==> src/rtl/uart_tx_drain_ctrl.sv <==
// uart_tx_drain_ctrl
//   Drains the echo RX FIFO into the UART transmitter one byte at a time.
//   Each popped byte is handed to the UART with a one-cycle start strobe.
//   The controller then waits for a fresh rising edge of tx_done_in before it
//   inserts an idle gap and returns to IDLE.
//   Optional CR->CRLF expansion sends an extra 0x0A without consuming a FIFO
//   entry. A stuck UART is abandoned after TIMEOUT_CYCLES and flagged in a
//   sticky error bit.
module uart_tx_drain_ctrl #(
  parameter int DATA_BITS      = 8,
  parameter int READ_LATENCY   = 1,
  parameter int GAP_CYCLES     = 2,
  parameter int TIMEOUT_CYCLES = 20000,
  parameter int CRLF_EXPAND    = 1,
  parameter int CNT_WIDTH      = 16
) (
  input  logic                 sysclk,
  input  logic                 rst_in,
  input  logic                 enable_in,
  input  logic                 fifo_empty_in,
  input  logic [DATA_BITS-1:0] fifo_data_in,
  output logic                 fifo_read_out,
  input  logic                 tx_done_in,
  output logic [DATA_BITS-1:0] tx_data_out,
  output logic                 data_rdy_out,
  output logic                 busy_out,
  output logic                 err_timeout_out,
  output logic [CNT_WIDTH-1:0] tx_count_out
);

  typedef enum logic [2:0] {
    S_IDLE,
    S_POP,
    S_LATCH,
    S_SEND,
    S_WAIT,
    S_GAP
  } state_e;

  // One shared cycle counter serves LATCH, WAIT and GAP. It must be wide
  // enough for both the timeout and the largest gap.
  localparam int TO_W = $clog2(TIMEOUT_CYCLES + 1);
  localparam int CW   = (TO_W > 8) ? TO_W : 8;

  localparam logic [CW-1:0] LAT_LAST = CW'((READ_LATENCY > 0) ? READ_LATENCY - 1 : 0);
  localparam logic [CW-1:0] GAP_LAST = CW'((GAP_CYCLES > 0) ? GAP_CYCLES - 1 : 0);
  localparam logic [CW-1:0] TO_LAST  = CW'(TIMEOUT_CYCLES - 1);

  localparam logic [DATA_BITS-1:0] CR_BYTE = DATA_BITS'(8'h0D);
  localparam logic [DATA_BITS-1:0] LF_BYTE = DATA_BITS'(8'h0A);

  state_e                 state_q, state_d;
  logic [CW-1:0]          cnt_q, cnt_d;
  logic [DATA_BITS-1:0]   byte_q, byte_d;
  logic                   lf_pending_q, lf_pending_d;
  logic                   err_q, err_d;
  logic [CNT_WIDTH-1:0]   count_q, count_d;
  logic                   done_q, done_prev_q;
  logic                   rd_q, rdy_q, busy_q;
  logic                   done_rise;

  // A completion is a 0->1 transition of the registered done input. A level
  // that was already high before WAIT never produces it.
  assign done_rise = done_q & ~done_prev_q;

  // Next-state, datapath and counter updates.
  always_comb begin
    // NOTE: every signal gets a default before the case; a path that leaves
    // one unassigned would infer a latch.
    state_d      = state_q;
    cnt_d        = cnt_q + CW'(1);
    byte_d       = byte_q;
    lf_pending_d = lf_pending_q;
    err_d        = err_q;
    count_d      = count_q;

    unique case (state_q)
      S_IDLE: begin
        cnt_d = '0;
        if (enable_in && !fifo_empty_in) begin
          state_d = S_POP;
        end
      end

      S_POP: begin
        cnt_d = '0;
        if (READ_LATENCY == 0) begin
          byte_d  = fifo_data_in;
          state_d = S_SEND;
        end else begin
          state_d = S_LATCH;
        end
      end

      S_LATCH: begin
        if (cnt_q == LAT_LAST) begin
          byte_d  = fifo_data_in;
          cnt_d   = '0;
          state_d = S_SEND;
        end
      end

      S_SEND: begin
        cnt_d   = '0;
        state_d = S_WAIT;
      end

      S_WAIT: begin
        if (done_rise) begin
          count_d = count_q + CNT_WIDTH'(1);
          cnt_d   = '0;
          if ((CRLF_EXPAND != 0) && (byte_q == CR_BYTE) && !lf_pending_q) begin
            byte_d       = LF_BYTE;
            lf_pending_d = 1'b1;
            state_d      = S_SEND;
          end else begin
            lf_pending_d = 1'b0;
            state_d      = S_GAP;
          end
        end else if (cnt_q == TO_LAST) begin
          // Give up on this byte: not counted, and any pending LF is dropped.
          err_d        = 1'b1;
          lf_pending_d = 1'b0;
          cnt_d        = '0;
          state_d      = S_GAP;
        end
      end

      S_GAP: begin
        if (cnt_q == GAP_LAST) begin
          cnt_d   = '0;
          state_d = S_IDLE;
        end
      end

      default: begin
        state_d = S_IDLE;
        cnt_d   = '0;
      end
    endcase
  end

  // State, datapath and registered strobes. Strobes come straight from flops
  // so they cannot glitch.
  always_ff @(posedge sysclk or posedge rst_in) begin
    if (rst_in) begin
      state_q      <= S_IDLE;
      cnt_q        <= '0;
      byte_q       <= '0;
      lf_pending_q <= 1'b0;
      err_q        <= 1'b0;
      count_q      <= '0;
      done_q       <= 1'b0;
      done_prev_q  <= 1'b0;
      rd_q         <= 1'b0;
      rdy_q        <= 1'b0;
      busy_q       <= 1'b0;
    end else begin
      // NOTE: sequential state uses non-blocking assignments so that every
      // flop samples pre-edge values regardless of statement order.
      state_q      <= state_d;
      cnt_q        <= cnt_d;
      byte_q       <= byte_d;
      lf_pending_q <= lf_pending_d;
      err_q        <= err_d;
      count_q      <= count_d;
      done_q       <= tx_done_in;
      done_prev_q  <= done_q;
      rd_q         <= (state_d == S_POP);
      rdy_q        <= (state_d == S_SEND);
      busy_q       <= (state_d != S_IDLE);
    end
  end

  assign fifo_read_out   = rd_q;
  assign data_rdy_out    = rdy_q;
  assign busy_out        = busy_q;
  assign tx_data_out     = byte_q;
  assign err_timeout_out = err_q;
  assign tx_count_out    = count_q;

endmodule

==> config.mk <==
export PLATFORM = sky130hd
export DESIGN_NAME = uart_tx_drain_ctrl
export DESIGN_NICKNAME = d
export VERILOG_FILES = /design/src/rtl/uart_tx_drain_ctrl.sv
export SDC_FILE = /design/constraint.sdc
export NUM_CORES = 1
export LEC_CHECK = 0
export ABC_AREA = 0
export BUFFER_PORTS_ARGS = -buffer_cell sky130_fd_sc_hd__buf_2
export CAP_MARGIN = 40
export CORE_MARGIN = 2
export CORE_UTILIZATION = 40
export DETAILED_ROUTE_END_ITERATION = 10
export SYNTH_ARGS = -nofsm -noshare
export SYNTH_HDL_FRONTEND = slang
export SYNTH_SLANG_ARGS = --single-unit
==> constraint.sdc <==
create_clock -name sysclk -period 2.6 [get_ports sysclk]
set_input_delay 0.13 -clock sysclk [delete_from_list [all_inputs] [get_ports sysclk]]
set_output_delay 0.13 -clock sysclk [all_outputs]
set_load 0.05 [all_outputs]
==> run_results.csv <==
group,metric,value,unit
outcome,status,"finished, final reports clean",
min_path,holdCritPathClass,"in2reg",
sta,tightestPinTransition,636,ps
worst_setup_path,r2r-end,"cnt_q[1]",
min_path,holdPathEnd,"tx_data_out[0]",
global_routing,grt_pass1_vias,1667,
sta,drv_slew,0,
sta,fin_tns_setup,0,ps
finish,area_delta_synth_final,17.5,%
worst_setup_path,r2r-start,"cnt_q[5]",
pwr,p_leak,1.25,nW
detailed_routing,drtIter0Drc,63,
global_routing,antenna_found_initial,0,
placed_design,port_buffers,40,
detailed_routing,vias_per_cell,5.15,
die,die_y,81.3,um
sta,fmax,0.495,GHz
die,die_area,6610,um^2
synthesis,synthCells,206,
worst_setup_path,r2r_cells,4,
synthesis,netlist_area,2390,um^2
sta,rsz0062_at_grt,"false",
pwr,power-per-cell-area,906,nW/um^2
finish,n_antenna_cell,0,
synthesis,yosys_register_bits,49,
worst_setup_path,worstPathMaxFanout,18,
synthesis,ys.warnings.count,0,
global_routing,grt_max_degree,35,
min_path,min-delay-start,"fifo_data_in[0]",
detailed_routing,routed-via-count,1685,
cts,path_clk_slew,90,ps
die,num_rows,28,
worst_setup_path,worst-endpoint-required,2740,ps
finish,utilization,48.0,%
min_path,min_path_cells,2,
detailed_routing,drt_wl_total,4670,um
cts,cts_hold_buf,2,
synthesis,syn_avg_cell_area,11.6,um^2
detailed_routing,first_pass_iters,4,
pwr,vdd_ir_drop_max,0.659,mV
detailed_routing,postRouteAntennaNets,0,
cts,cts_root_buf,"clkbuf_8",
sta,layout_min_cycle_time,2020,ps
global_routing,overflow,0,
sta,timing.slew.headroom,57.4,%
cts,htree_levels,2,
die,coreArea,5850,um^2
cts,clockBufferDepth,2,
cts,cts_buffers,5,
detailed_routing,wire_per_inst,14.3,um
run,cap_violations,0,
cts,clock-sinks,49,
finish,final_layout_size_suffix_gt1_share,30.2,%
die,start_util,40.8,%
worst_setup_path,r2r_setup_slack,580,ps
sta,finalSetupViolCount,0,
global_routing,grt_pass1_wl,7930,um
placed_design,dp_hpwl,3350,um
cts,clk_latency,300,ps
sta,hold_viol,0,
cts,cts_tree,"built",
placed_design,place.gp.congestion,0.763,
synthesis,synth_nets,223,
cts,cts_setup_buffers,0,
synthesis,yosysSeqAreaShare,51.3,%
die,die_x,81.3,um
sta,finClkSkew,11.4,ps
detailed_routing,drc,0,
worst_setup_path,worst-setup-path-type,"reg2reg",
die,io_pins,41,
synthesis,ys_types,40,
worst_setup_path,cp-end-kind,"flop",
cts,post_cts.resized_instances,0,
finish,num-nets-final,268,
sta,final.period_utilization,77.6,%
worst_setup_path,worstPathArrival,2150,ps
global_routing,grt_usage,15.6,%
worst_setup_path,start_kind,"flop",
registers in the layout (all words and copies together) (netlist names):
name and count:
tx_count_out 16, cnt_q 15, tx_data_out 8, state_q 3, busy_out 1, data_rdy_out 1
done_prev_q 1, done_q 1, err_timeout_out 1, fifo_read_out 1, lf_pending_q 1
stage by stage:
step	hold slack (ps)	area, um^2	setup WS (ps)	total power, mW	instances
2_1_floorplan	161	2390	836	1.78	206
3_3_place_gp	248	2650	651	1.98	316
3_5_place_dp	124	2670	587	1.99	317
4_1_cts	22.5	2810	579	2.57	327
5_1_grt	26.1	2810	398	2.70	327
6_report	33.3	2810	582	2.54	327
power by group:
| group | internal, mW | leakage, nW | switching [mW] |
|---|---|---|---|
| sequential | 0.894 | 0.650 | 0.134 |
| clock | 0.313 | 0.0574 | 0.258 |
| combinational | 0.299 | 0.544 | 0.647 |
kinds of logic after synthesis:
family	after synthesis	share of synthesized area, %
buffers and inverters	14	2.88
adder cells (fa/ha/maj)	4	2.09
AO/OA/AOI/OAI	26	9.22
flip-flops	49	51.3
XOR/XNOR	30	11.0
AND/OR/NAND/NOR	78	21.2
multiplexers	5	2.36
how the worst max path moves through the flow:
stage                           to  cells after the start     start  slack (ps)
global route              cnt_q[1]                      4  cnt_q[5]         400
finish                    cnt_q[1]                      4  cnt_q[5]         580
CTS                       cnt_q[1]                      4  cnt_q[5]         580
detailed placement        cnt_q[1]                      4  cnt_q[5]         590
floorplan           tx_data_out[3]                      5  cnt_q[2]         840
global placement    tx_data_out[7]                      4  cnt_q[2]         650
synth_stat cells:
master     instances  area [um^2]
a21boi_0           1         7.51
a21oi_1            4         20.0
a21oi_2           10         87.6
a31o_2             1         8.76
and3_1             1         6.26
and3b_1            1         8.76
and4_1             5         43.8
buf_2              1         5.00
buf_6              2         22.5
clkbuf_1           2         7.51
dfrtp_1           49         1230
ha_1               4         50.1
inv_1              9         33.8
mux2_2             5         56.3
nand2_1           13         48.8
nand2b_1           1         6.26
nand3_1           12         60.1
nand3_2            1         10.0
nand3b_1           1         7.51
nand4_1           14         87.6
nor2_1             7         26.3
nor2b_1            1         6.26
nor3_1             7         35.0
nor3_4             1         16.3
nor3b_2            1         12.5
nor4_1             3         18.8
nor4_2             2         25.0
nor4_4             2         42.5
nor4b_1            2         17.5
o21ai_0            2         10.0
o21ai_4            1         16.3
o22a_1             1         8.76
o22ai_1            2         12.5
o2bb2ai_1          3         26.3
o32a_4             1         22.5
or3_1              1         6.26
or3b_1             1         8.76
or3b_4             1         11.3
xnor2_1           22          193
xor2_1             8         70.1
critical path: stages, from the launching register on:
cell and delay [ps]:
dfrtp_1 450, nor4_2 430, nand3_2 210, o21ai_4 570, a21boi_0 190
layer usage:
layer | track usage [%] | routed length [um] | vias up
met5 | 0 | 0 | -
met4 | 4.92 | 48 | 0
met3 | 3.00 | 149 | 4
met2 | 23.9 | 2160 | 27
met1 | 22.2 | 2320 | 825
li1 | - | - | 829
cells in the final DEF, fill, tap and decap left out, types with 2 or more instances in the layout:
| cell type | netlist | layout |
|---|---|---|
| xnor2_1 | 22 | 22 |
| nand3_1 | 12 | 12 |
| dfrtp_1 | 49 | 49 |
| xor2_1 | 8 | 8 |
| buf_2 | 1 | 40 |
| nand2_1 | 13 | 13 |
| and4_1 | 5 | 5 |
| nor4_1 | 3 | 3 |
| nor4_2 | 2 | 2 |
| inv_1 | 9 | 8 |
| o21ai_0 | 2 | 2 |
| nor4_4 | 2 | 2 |
| nor4b_1 | 2 | 2 |
| mux2_2 | 5 | 5 |
| ha_1 | 4 | 4 |
| o2bb2ai_1 | 3 | 3 |
| nor2_1 | 7 | 7 |
| dlygate4sd3_1 | 0 | 2 |
| nand4_1 | 14 | 14 |
| o22ai_1 | 2 | 2 |
| nor3_1 | 7 | 7 |
| clkbuf_8 | 0 | 6 |
| a21oi_2 | 10 | 10 |
| a21oi_1 | 4 | 4 |
cell type report:
class / count / area (um^2)
Multi-Input combinational cell: 143 / 1090
Tap cell: 75 / 93.8
Sequential cell: 49 / 1230
Inverter: 9 / 33.8
Timing Repair Buffer: 43 / 240
Clock inverter: 2 / 37.5
Fill cell: 537 / 3040
Clock buffer: 6 / 82.6
Note: power is estimated with default switching activity, not from simulation.
